$ cat src/rtl/bram_dump_pkg.sv
// bram_dump_pkg
//   Shared types and constants for the BRAM dump reader slice.
//   dump_state_t : sweep controller states (IDLE, RUN, DRAIN, DONE)
//   SKID_DEPTH   : capacity of the output skid buffer; it also bounds the
//                  number of words the controller may have outstanding
package bram_dump_pkg;

  typedef enum logic [1:0] {
    IDLE  = 2'd0,
    RUN   = 2'd1,
    DRAIN = 2'd2,
    DONE  = 2'd3
  } dump_state_t;

  localparam int SKID_DEPTH = 2;

endpackage

$ cat src/rtl/bram_dump_skid.sv
// bram_dump_skid
//   Two-entry {addr,data} FIFO. It is built as a shift pair so that the head
//   word always sits in entry 0 and drives the outputs straight from
//   registers.
//   Ports:
//     clk, reset         clock, synchronous active-low reset (empties buffer)
//     push, push_addr,   write one {addr,data} word
//     push_data
//     pop                remove the head word (ignored when empty)
//     head_addr,         head word
//     head_data
//     full, empty, count occupancy status
import bram_dump_pkg::*;

module bram_dump_skid #(
  parameter int AW = 7,
  parameter int DW = 16
) (
  input  logic          clk,
  input  logic          reset,
  input  logic          push,
  input  logic [AW-1:0] push_addr,
  input  logic [DW-1:0] push_data,
  input  logic          pop,
  output logic [AW-1:0] head_addr,
  output logic [DW-1:0] head_data,
  output logic          full,
  output logic          empty,
  output logic [1:0]    count
);

  logic          v0_r, v1_r;
  logic [AW-1:0] a0_r, a1_r;
  logic [DW-1:0] d0_r, d1_r;
  logic          pop_s;

  // a pop on an empty buffer is meaningless and is dropped
  always_comb begin
    pop_s = pop && v0_r;
  end

  // entry storage: push fills the lowest free slot, pop shifts entry 1 down
  always_ff @(posedge clk) begin
    if (!reset) begin
      v0_r <= 1'b0;
      v1_r <= 1'b0;
      a0_r <= '0;
      a1_r <= '0;
      d0_r <= '0;
      d1_r <= '0;
    end else begin
      case ({push, pop_s})
        2'b10: begin
          if (!v0_r) begin
            v0_r <= 1'b1;
            a0_r <= push_addr;
            d0_r <= push_data;
          end else begin
            v1_r <= 1'b1;
            a1_r <= push_addr;
            d1_r <= push_data;
          end
        end
        2'b01: begin
          a0_r <= a1_r;
          d0_r <= d1_r;
          v0_r <= v1_r;
          v1_r <= 1'b0;
        end
        2'b11: begin
          if (v1_r) begin
            a0_r <= a1_r;
            d0_r <= d1_r;
            a1_r <= push_addr;
            d1_r <= push_data;
          end else begin
            a0_r <= push_addr;
            d0_r <= push_data;
          end
        end
        default: begin
        end
      endcase
    end
  end

  assign head_addr = a0_r;
  assign head_data = d0_r;
  assign full      = v1_r;
  assign empty     = !v0_r;
  // entry 1 is only ever valid while entry 0 is valid
  assign count     = {v1_r, v0_r & !v1_r};

endmodule

$ cat src/rtl/bram_dump_reader.sv
// bram_dump_reader
//   Sweeps every word of a dual-port BRAM once per start request and streams
//   {addr,data} out over valid/ready. The RAM has a one-cycle registered read.
//   Optional feature macro: BRAM_DUMP_CHECKSUM_EN adds a running XOR checksum
//   of all handshaked words (port 'checksum').
//   Ports:
//     clk, reset          clock, synchronous active-low reset
//     start               begin a sweep (ignored unless idle)
//     raddr / rdata       RAM read address (registered) / RAM read data
//     out_valid/out_ready output handshake
//     out_addr/out_data   address and contents of the presented word
//     busy                sweep in progress
//     done                one-cycle pulse after the final handshake
//     checksum            XOR of handshaked words (macro only)
import bram_dump_pkg::*;

module bram_dump_reader #(
  parameter int WID_MEM   = 16,
  parameter int DEPTH_MEM = 128,
  parameter int ADDR_W    = $clog2(DEPTH_MEM)
) (
  input  logic               clk,
  input  logic               reset,
  input  logic               start,
  output logic [ADDR_W-1:0]  raddr,
  input  logic [WID_MEM-1:0] rdata,
  output logic               out_valid,
  input  logic               out_ready,
  output logic [ADDR_W-1:0]  out_addr,
  output logic [WID_MEM-1:0] out_data,
  output logic               busy,
  output logic               done
`ifdef BRAM_DUMP_CHECKSUM_EN
  ,
  output logic [WID_MEM-1:0] checksum
`endif
);

  localparam logic [ADDR_W-1:0] LAST_ADDR = ADDR_W'(DEPTH_MEM - 1);

  dump_state_t       state_r;
  logic [ADDR_W-1:0] raddr_r;
  logic [ADDR_W-1:0] cap_addr_r;
  logic              inflight_r;
  logic              armed_r;
  logic              busy_r;
  logic              done_r;

  logic              pop_s;
  logic              issue_s;
  logic              start_ok_s;
  logic              drained_s;
  logic [2:0]        occ_eff_s;
  logic              full_s;
  logic              empty_s;
  logic [1:0]        count_s;

  bram_dump_skid #(
    .AW (ADDR_W),
    .DW (WID_MEM)
  ) u_skid (
    .clk       (clk),
    .reset     (reset),
    .push      (inflight_r),
    .push_addr (cap_addr_r),
    .push_data (rdata),
    .pop       (pop_s),
    .head_addr (out_addr),
    .head_data (out_data),
    .full      (full_s),
    .empty     (empty_s),
    .count     (count_s)
  );

  // issue/accept decisions; occupancy counts the word leaving this cycle as
  // already gone so a steady ready stream sustains one word per cycle
  always_comb begin
    pop_s      = !empty_s && out_ready;
    occ_eff_s  = {1'b0, count_s} + {2'b00, inflight_r} - {2'b00, pop_s};
    if (state_r == RUN) begin
      issue_s = (occ_eff_s < 3'(SKID_DEPTH));
    end else begin
      issue_s = 1'b0;
    end
    // armed_r masks a start that arrives on the reset-release edge
    start_ok_s = start && armed_r && (state_r == IDLE);
    // buffer will be empty after this edge and nothing is still in the RAM
    drained_s  = !inflight_r && (empty_s || (!full_s && pop_s));
  end

  // sweep FSM, address counter and in-flight tracking
  always_ff @(posedge clk) begin
    if (!reset) begin
      state_r    <= IDLE;
      raddr_r    <= '0;
      cap_addr_r <= '0;
      inflight_r <= 1'b0;
      armed_r    <= 1'b0;
      busy_r     <= 1'b0;
      done_r     <= 1'b0;
    end else begin
      armed_r    <= 1'b1;
      inflight_r <= issue_s;
      done_r     <= 1'b0;
      if (issue_s) begin
        cap_addr_r <= raddr_r;
      end
      case (state_r)
        IDLE: begin
          if (start_ok_s) begin
            state_r <= RUN;
            raddr_r <= '0;
            busy_r  <= 1'b1;
          end
        end
        RUN: begin
          // raddr holds the pending address until it is issued; the last
          // address stays on the bus afterwards instead of wrapping
          if (issue_s) begin
            if (raddr_r == LAST_ADDR) begin
              state_r <= DRAIN;
            end else begin
              raddr_r <= raddr_r + ADDR_W'(1);
            end
          end
        end
        DRAIN: begin
          if (drained_s) begin
            state_r <= DONE;
            busy_r  <= 1'b0;
            done_r  <= 1'b1;
          end
        end
        DONE: begin
          state_r <= IDLE;
        end
        default: begin
          state_r <= IDLE;
          busy_r  <= 1'b0;
        end
      endcase
    end
  end

  assign raddr     = raddr_r;
  assign out_valid = !empty_s;
  assign busy      = busy_r;
  assign done      = done_r;

`ifdef BRAM_DUMP_CHECKSUM_EN
  logic [WID_MEM-1:0] checksum_r;

  // running XOR of accepted words, restarted by each accepted start
  always_ff @(posedge clk) begin
    if (!reset) begin
      checksum_r <= '0;
    end else if (start_ok_s) begin
      checksum_r <= '0;
    end else if (pop_s) begin
      checksum_r <= checksum_r ^ out_data;
    end else begin
      checksum_r <= checksum_r;
    end
  end

  assign checksum = checksum_r;
`endif

endmodule

$ cat config.mk
export PLATFORM = sky130hd
export DESIGN_NAME = bram_dump_reader
export DESIGN_NICKNAME = d
export VERILOG_FILES = /design/src/rtl/bram_dump_pkg.sv /design/src/rtl/bram_dump_skid.sv /design/src/rtl/bram_dump_reader.sv
export SDC_FILE = /design/constraint.sdc
export NUM_CORES = 1
export LEC_CHECK = 0
export CAP_MARGIN = 30
export CORE_MARGIN = 8
export CORE_UTILIZATION = 29
export DETAILED_ROUTE_END_ITERATION = 8
export REMOVE_ABC_BUFFERS = 1
export SLEW_MARGIN = 30
export SYNTH_ARGS = -nofsm -noshare
export SYNTH_HDL_FRONTEND = slang
export SYNTH_SLANG_ARGS = --single-unit
$ cat constraint.sdc
create_clock -name clk -period 2.7 [get_ports clk]
set_input_delay 0.54 -clock clk [delete_from_list [all_inputs] [get_ports clk]]
set_output_delay 0.54 -clock clk [all_outputs]
set_load 0.02 [all_outputs]
==> results.ini, run 1 <==
[route]
antenna_left=0
vias_per_cell=4.66
wl_per_cell_um=13.5
drt-initial-drc-count=153
drc=0
routed_wl_um=6720
num_vias=2320
dr.pass1.iters=4

[logic_synthesis]
synth.most_common_cell=dfxtp_1
ys_warn_count=0
synth_compound_gate_area_share=0.191
syn_area_um2=3000
synth_common_cells=68 x dfxtp_1, 58 x nor2_1, 31 x mux2i_1, 23 x a211oi_1, 23 x a22oi_1
synth_flop_cell=dfxtp_1
synthCells=303
yosys-mux-area-fraction=0.108
syn_area_per_cell_um2=9.90
synth_top_family_by_area=compound AO/OA/AOI/OAI gates
synth_fa_ha_area_frac=0.0442
ys_types=44
synth_top_cell_area_share=0.454
synth_edf_count=0
synth_async_sr_flop_share=0
synth_area_leaders=dfxtp_1 45%, mux2i_1 10%, nor2_1 7.3%, a211oi_1 5.8%, a22oi_1 5.8%
yosys.area.top_type=dfxtp_1
ys_seq_area_frac=0.454
synth_xor_area_frac=0.00542
synthSimpleGateAreaFrac=0.142
ys_seq_elements=68

[run]
maxCapViolCount=0

[clocking]
cts_max_level=3
clk_pin_slew_worst_paths_ps=80
cts_tree=done
clk_latency_ps=340
clock_path_buffers=2
post_cts_buffers=0
cts_root_buf=clkbuf_8
cts.sinks=68
cts-buffers-inserted=9
hold_buffers=0

[grt]
grt_pass1_wl_um=11400
gr-total-overflow=0
grt_pass1_vias=2323
gr-usage-all-layers=0.0993
antenna_found_initial=0
grt_max_degree=57

[place]
dp.cells=482
port_buffers=52
hpwlAfterDp_um=4610
routabilityCongestion=0.730

[sta]
max_slew_margin=0.585
finalMaxSlewViolations=0
worstMarginPinSlew_ps=621
fin_hold_ws_ps=493
finalSetupTns_ps=0
rsz0062_at_grt=true
fmax_ghz=0.386
fin_skew_ps=10.3
setup_viol=0
layout_min_cycle_time_ps=2590
hold_violations=0
period_share=0.960

[floorplanning]
pin_count=53
die-height_um=118
core_area_um2=10200
dieArea_um2=13900
rows=37
start_util=0.295
die_w_um=118

[finish]
fillers=1017
regArea_um2=1360
final_nets=387
diodes=0
drive_gt1_frac=0.130
stdcell_count=498
area_growth_syn_to_layout_pct=30.9
multi_input_area_um2=1490

[power_and_ir_drop]
worst_ir_drop_vdd_mv=0.450
finalPower_mw=4.00
p_per_area_nw_per_um2=1020
total_leakage_power_nw=1.40

[critical_path]
cp_data_arrival_time_ps=2820
critPathMaxFanout=6
crit_required_ps=2930
crit_type=input port to flop
cp-start-kind=input port
crit_path_end_kind=flop

[worst_hold_path]
hold_class=flop to flop

[outcome]
status=complete, no violations

[layout by cell type, fill, tap and decap left out, types with 3 or more instances in the layout]
cell type / synthesis / final
dfxtp_1: 68 / 68
nor2_1: 58 / 58
clkdlybuf4s50_1: 0 / 52
mux2i_1: 31 / 31
a22oi_1: 23 / 23
a211oi_1: 23 / 23
nand2_1: 9 / 9
ha_1: 9 / 9
clkbuf_8: 0 / 9
buf_4: 2 / 8
a21oi_1: 7 / 7
inv_1: 6 / 5
nand2b_1: 4 / 4
and3_1: 4 / 4
nand3_1: 4 / 4
o21ai_0: 3 / 3
[critical path, stage by stage]
cell	delay, ps
clkdlybuf4s50_1	480
nand2_1	70
inv_1	90
ha_1	220
nand2b_1	150
fa_2	370
xnor2_2	200
and3_4	230
and2_2	200
a21oi_1	80
a31o_1	190
[path summary, 6_finish.rpt]
check                  from             end  slack (ps)  cells after the start
max reg2reg     u_skid.v0_r        raddr[4]         290                     10
max               out_ready        raddr[4]         110                     11
min reg2reg  u_skid.d1_r[8]  u_skid.d1_r[8]         490                      2
min          u_skid.d1_r[8]  u_skid.d1_r[8]         490                      2
[registers in the layout, summed over array words and instances, names as in the netlist]
signal            cells
armed_r               1
busy                  1
cap_addr_r            7
done                  1
inflight_r            1
raddr                 7
state_r               2
u_skid.a1_r           7
u_skid.d1_r          16
u_skid.full           1
u_skid.head_addr      7
u_skid.head_data     16
u_skid.v0_r           1
[cell families (layout without fill, tap and decap cells)]
logic type / count (synthesis) / after routing
and+or+nand+nor: 91 / 91
xor gates and xnor gates: 1 / 1
AOI/OAI and AO/OA: 73 / 73
adders and majority gates: 10 / 10
buffers and inverters: 28 / 87
muxes: 32 / 32
DFF: 68 / 68
[area by class of cell]
cell class	count	area share
clock buffer	10	0.0325
clock inverter	6	0.0226
inverter	7	0.00669
multi-input combinational	207	0.379
sequential	68	0.347
tap	136	0.0433
timing repair buffer	64	0.169
[per-layer routing]
metal | track usage | part of all wire | wire length (um)
met1 | 0.120 | 0.46 | 3110
met2 | 0.154 | 0.46 | 3120
met3 | 0.0470 | 0.067 | 450
met4 | 0.0272 | 0.0063 | 42
met5 | 0 | 0 | 0
[metrics by stage]
step	area (um2)	utilization	setup WS (ps)
after global routing	3930	0.386	-11.5
final	3930	0.386	108
after floorplan	2860	-	-16.9
after CTS	3900	0.383	41.5
after detailed placement	3690	0.362	-293
after global placement	3660	0.359	-257
[report_power, final]
group	internal [mW]	switching (mW)	leakage (nW)
sequential	1.23	0.142	0.553
combinational	0.806	0.908	0.742
clock	0.520	0.391	0.102
total	2.56	1.44	1.40
[what timing repair did]
action | CTS | global route
setup endpoints to repair | 0 | 15
hold endpoints to repair | 0 | 0
gates resized for setup | 0 | 7
Power figures use the tool's default switching activity.
==> run 2, diff against run 1 <==
Settings changed: CORE_UTILIZATION 29 to 25, CTS_CLUSTER_DIAMETER set to 50.
==> results.ini, run 2 (synthesis gave the netlist of run 1 again) <==
[sta]
layout_min_cycle_time_ps=2600  ; +2.99 ps
fmax_ghz=0.385  ; -0.12%
period_share=0.961  ; +0.00111
rsz0062_at_grt=true
finalMaxSlewViolations=0  ; unchanged
max_slew_margin=0.472  ; -0.113
worstMarginPinSlew_ps=793  ; +172 ps
setup_viol=0  ; unchanged
hold_violations=0  ; unchanged
fin_skew_ps=4.32  ; -6.02 ps

[run]
maxCapViolCount=0  ; unchanged

[grt]
grt_pass1_wl_um=11900  ; +3.9%
grt_pass1_vias=2395  ; +3.1%
gr-total-overflow=0  ; unchanged
antenna_found_initial=0  ; unchanged
grt_max_degree=36  ; -37%
gr-usage-all-layers=0.0915  ; -0.00781

[floorplanning]
pin_count=53  ; unchanged
die_w_um=126  ; +6.7%
start_util=0.253  ; -0.0416
rows=40  ; +8.1%
dieArea_um2=15800  ; +14%
core_area_um2=11900  ; +16%
die-height_um=126  ; +6.7%

[route]
vias_per_cell=4.57  ; -1.9%
num_vias=2322  ; +0.086%
dr.pass1.iters=4  ; unchanged
drc=0  ; unchanged
drt-initial-drc-count=120  ; -22%
antenna_left=0  ; unchanged
wl_per_cell_um=13.5  ; +0.35%
routed_wl_um=6880  ; +2.4%

[critical_path]
cp-start-kind=input port
worst-r2r-cell-count=10  ; unchanged
crit_type=input port to flop
cp_data_arrival_time_ps=2810  ; about the same
cp_num_buf_inv=2  ; unchanged
crit-reg2reg-launch=u_skid.v0_r
crit_family=simple AND/OR/NAND/NOR gates
r2r_end=raddr[4]
path_cells=clkdlybuf4s50_1, nand2_1, inv_1, ha_1, nand2b_4, fa_2, xnor2_2, and3_4, and2_2, a21oi_1, a31o_1
reg2reg_slack_ps=410  ; +120 ps
crit_path_end_kind=flop
crit_required_ps=2920  ; about the same
critPathMaxFanout=6  ; unchanged
slowest_stage=clkdlybuf4s50_1
max_stage_delay_ps=480  ; about the same

[clocking]
cts_root_buf=clkbuf_16
cts-buffers-inserted=9  ; unchanged
clk_pin_slew_worst_paths_ps=50  ; -30 ps
clock_path_buffers=2  ; unchanged
cts_max_level=3  ; unchanged
clk_latency_ps=330  ; about the same
hold_buffers=0  ; unchanged
cts.sinks=68  ; unchanged
cts_tree=done

[place]
port_buffers=52  ; unchanged
hpwlAfterDp_um=4770  ; +3.5%
routabilityCongestion=0.735  ; +0.74%

[finish]
final_nets=386  ; -0.26%
final_cell_mix=68 x dfxtp_1, 58 x nor2_1, 52 x clkdlybuf4s50_1
drive_gt1_frac=0.139  ; +0.00867
postLayoutCoreUtil=0.343  ; -0.0428
final_common_cell=dfxtp_1
diodes=0  ; unchanged
fillers=1238  ; +22%
area_growth_syn_to_layout_pct=35.5

[power_and_ir_drop]
total_leakage_power_nw=1.46  ; +4.3%
finalPower_mw=4.40  ; +10%
worst_ir_drop_vdd_mv=0.450  ; -0.10%
p_per_area_nw_per_um2=1080  ; +6.3%

[worst_hold_path]
holdPathEnd=u_skid.d1_r[7]
hold_class=flop to flop
whs_path_depth=2  ; unchanged
hold_start=u_skid.d1_r[7]

[outcome]
status=complete, no violations

run 2: final cells by class:
class | count | area, um2 | area share
repair buffers | 63 | 652 | 0.160
inverters | 7 | 26.3 | 0.00646
clock inverters | 5 | 83.8 | 0.0206
flip-flops and latches | 68 | 1360 | 0.335
well taps | 147 | 184 | 0.0452
multi-input cells | 207 | 1510 | 0.370
clock buffers | 11 | 253 | 0.0622
run 2: worst max path at each step:
stage	cells after the start	end	from	slack [ps]
after floorplan	10	raddr[4]	u_skid.v0_r	-20
after global placement	11	raddr[4]	out_ready	-260
after detailed placement	11	raddr[5]	out_ready	-310
after CTS	11	raddr[5]	out_ready	10
after global routing	11	raddr[4]	out_ready	-20
final	11	raddr[4]	out_ready	100
run 2: where the power goes:
group	internal [mW]	total, mW	switching (mW)	leakage (nW)
clock	0.860	1.30	0.438	0.158
sequential	1.23	1.37	0.134	0.553
combinational	0.806	1.74	0.930	0.747
total	2.90	4.40	1.50	1.46
run 2: worst reg2reg max path, stage by stage (launching register included):
cell	delay, ps
dfxtp_1	370
nand2_1	80
inv_1	80
ha_1	230
nand2b_4	140
fa_2	370
xnor2_2	210
and3_4	230
and2_2	200
a21oi_1	80
a31o_1	190
run 2: layer usage:
metal / part of all wire / GRT usage / wire length (um)
met3: 0.080 / 0.0446 / 549
met5: 0 / 0 / 0
met2: 0.44 / 0.139 / 3010
met4: 0.012 / 0.0308 / 82
met1: 0.47 / 0.110 / 3240
run 2: through the flow:
stage               cells  setup slack, ps  area [um2]  hold WS (ps)  setup TNS, ps
finish                508              105        4070           489              0
global route          508            -18.7        4070           511          -40.9
CTS                   508             11.9        4030           497              0
detailed placement    492             -314        3690           485          -4140
global placement      491             -261        3670           473          -3530
floorplan             282            -16.9        2860           461          -29.3
run 2: repair_timing:
action	4_1_cts	5_1_grt
buffers inserted	0	0
hold endpoints to repair	0	0
resized for setup	0	9
endpoints found under the setup margin	0	16
==> run 3, diff against run 2 <==
Settings changed: CORE_UTILIZATION 25 to 47, PLACE_DENSITY set to 0.75, TNS_END_PERCENT set to 20.
==> results.ini, run 3 (synthesis gave the netlist of run 1 again) <==
[place]
dp.cells=423  ; -14%
port_buffers=52  ; unchanged
hpwlAfterDp_um=4370  ; -8.4%
pre_cts_ws_ps=-315  ; -0.815 ps
routabilityCongestion=0.894  ; +22%

[clocking]
clk_pin_slew_worst_paths_ps=80  ; +30 ps
clock_path_buffers=2  ; unchanged
post_cts_buffers=0  ; unchanged
cts_tree=done
cts_root_buf=clkbuf_8
clk_latency_ps=340  ; about the same
cts_max_level=3  ; unchanged
cts.sinks=68  ; unchanged
cts-buffers-inserted=9  ; unchanged

[finish]
final_nets=387  ; +0.26%
final_cell_mix=68 x dfxtp_1, 58 x nor2_1, 52 x clkdlybuf4s50_1
final_common_cell=dfxtp_1
regArea_um2=1360  ; unchanged
stdcell_count=439  ; -14%
fillers=548  ; -56%
diodes=0  ; unchanged
drive_gt1_frac=0.124  ; -0.0142
area_growth_syn_to_layout_pct=29.3
multi_input_area_um2=1480  ; -1.8%

[grt]
grt_max_degree=59  ; +64%
grt_pass1_wl_um=10700  ; -9.9%
gr-usage-all-layers=0.147  ; +0.0556
grt_pass1_vias=2334  ; -2.5%
gr-total-overflow=0  ; unchanged
antenna_found_initial=0  ; unchanged

[sta]
fin_hold_ws_ps=499  ; +9.16 ps
max_slew_margin=0.605  ; +0.134
period_share=0.981  ; +0.0198
finalMaxSlewViolations=0  ; unchanged
rsz0062_at_grt=false
fmax_ghz=0.378  ; -2.0%
setup_viol=0  ; unchanged
worstMarginPinSlew_ps=592  ; -201 ps
layout_min_cycle_time_ps=2650  ; +53.4 ps
fin_ws_ps=51.3  ; -53.4 ps
fin_skew_ps=10.8  ; +6.53 ps
hold_violations=0  ; unchanged

[route]
drc=0  ; unchanged
vias_per_cell=5.48  ; +20%
dr.pass1.iters=4  ; unchanged
antenna_left=0  ; unchanged
routed_wl_um=6440  ; -6.3%
wl_per_cell_um=14.7  ; +8.4%
num_vias=2407  ; +3.7%
drt-initial-drc-count=145  ; +21%

[critical_path]
crit_type=input port to flop
cp-start-kind=input port
crit_path_end_kind=flop
cp_data_arrival_time_ps=2850  ; +40 ps
critPathMaxFanout=2  ; -4
crit_required_ps=2900  ; -20 ps

[power_and_ir_drop]
p_per_area_nw_per_um2=1060  ; -1.9%
worst_ir_drop_vdd_mv=0.634  ; +41%
total_leakage_power_nw=1.41  ; -3.2%

[run]
maxCapViolCount=0  ; unchanged

[floorplanning]
start_util=0.478  ; +0.225
dieArea_um2=9200  ; -42%
pin_count=53  ; unchanged
rows=29  ; -28%
die-height_um=95.9  ; -24%
die_w_um=95.9  ; -24%
core_area_um2=6280  ; -47%

[worst_hold_path]
hold_class=flop to flop

[outcome]
status=complete, no violations

## run 3: cell count changes in the layout (fill, tap and decap cells not counted), sizes merged
cell	delta
buf	+1
bufinv	+1
clkbuf	-2
clkinv	+1
## run 3: metrics by stage
| step | cell area, um2 | utilization | total power, mW | setup TNS, ps |
|---|---|---|---|---|
| after floorplan | 2860 | - | 2.42 | -29.3 |
| after global placement | 3600 | 0.573 | 3.03 | -3230 |
| after detailed placement | 3630 | 0.578 | 3.12 | -4340 |
| after CTS | 3870 | 0.617 | 4.16 | 0 |
| after global routing | 3880 | 0.618 | 4.39 | 0 |
| final | 3880 | 0.618 | 4.12 | 0 |
## run 3: cell type report
| class | instances | area share |
|---|---|---|
| timing repair buffer | 64 | 0.173 |
| inverter | 7 | 0.00677 |
| tap | 77 | 0.0248 |
| sequential | 68 | 0.351 |
| multi-input combinational | 207 | 0.381 |
| clock inverter | 7 | 0.0316 |
| clock buffer | 9 | 0.0319 |
## run 3: what timing repair did
| action | in CTS | in global routing |
|---|---|---|
| resized for setup | 0 | 3 |
| setup endpoints to repair | 0 | 13 |
| hold buffers | 0 | 0 |
## run 3: final timing paths
path | cells past startpoint | slack (ps) | startpoint | to
setup / recovery | 10 | 50 | out_ready | state_r[0]
hold / removal | 2 | 500 | u_skid.d1_r[15] | u_skid.d1_r[15]
setup reg to reg | 9 | 260 | u_skid.v0_r | state_r[0]
hold reg to reg | 2 | 500 | u_skid.d1_r[15] | u_skid.d1_r[15]
## run 3: power breakdown
group          switching, mW  internal (mW)
clock network          0.410          0.618
logic                  0.908          0.812
registers              0.143           1.23
## run 3: routing by layer
layer / GRT usage / part of all wire
met3: 0.0530 / 0.070
met4: 0.0551 / 0.013
met1: 0.175 / 0.46
met2: 0.238 / 0.45
met5: 0 / 0
## run 3: critical path, stage by stage
cell             delay [ps]
clkdlybuf4s50_1         480
nand2_1                  70
inv_1                   100
ha_1                    230
nand2b_1                160
fa_2                    370
xnor2_2                 220
nand4_2                 160
a2111oi_0               450
nor3_1                   80
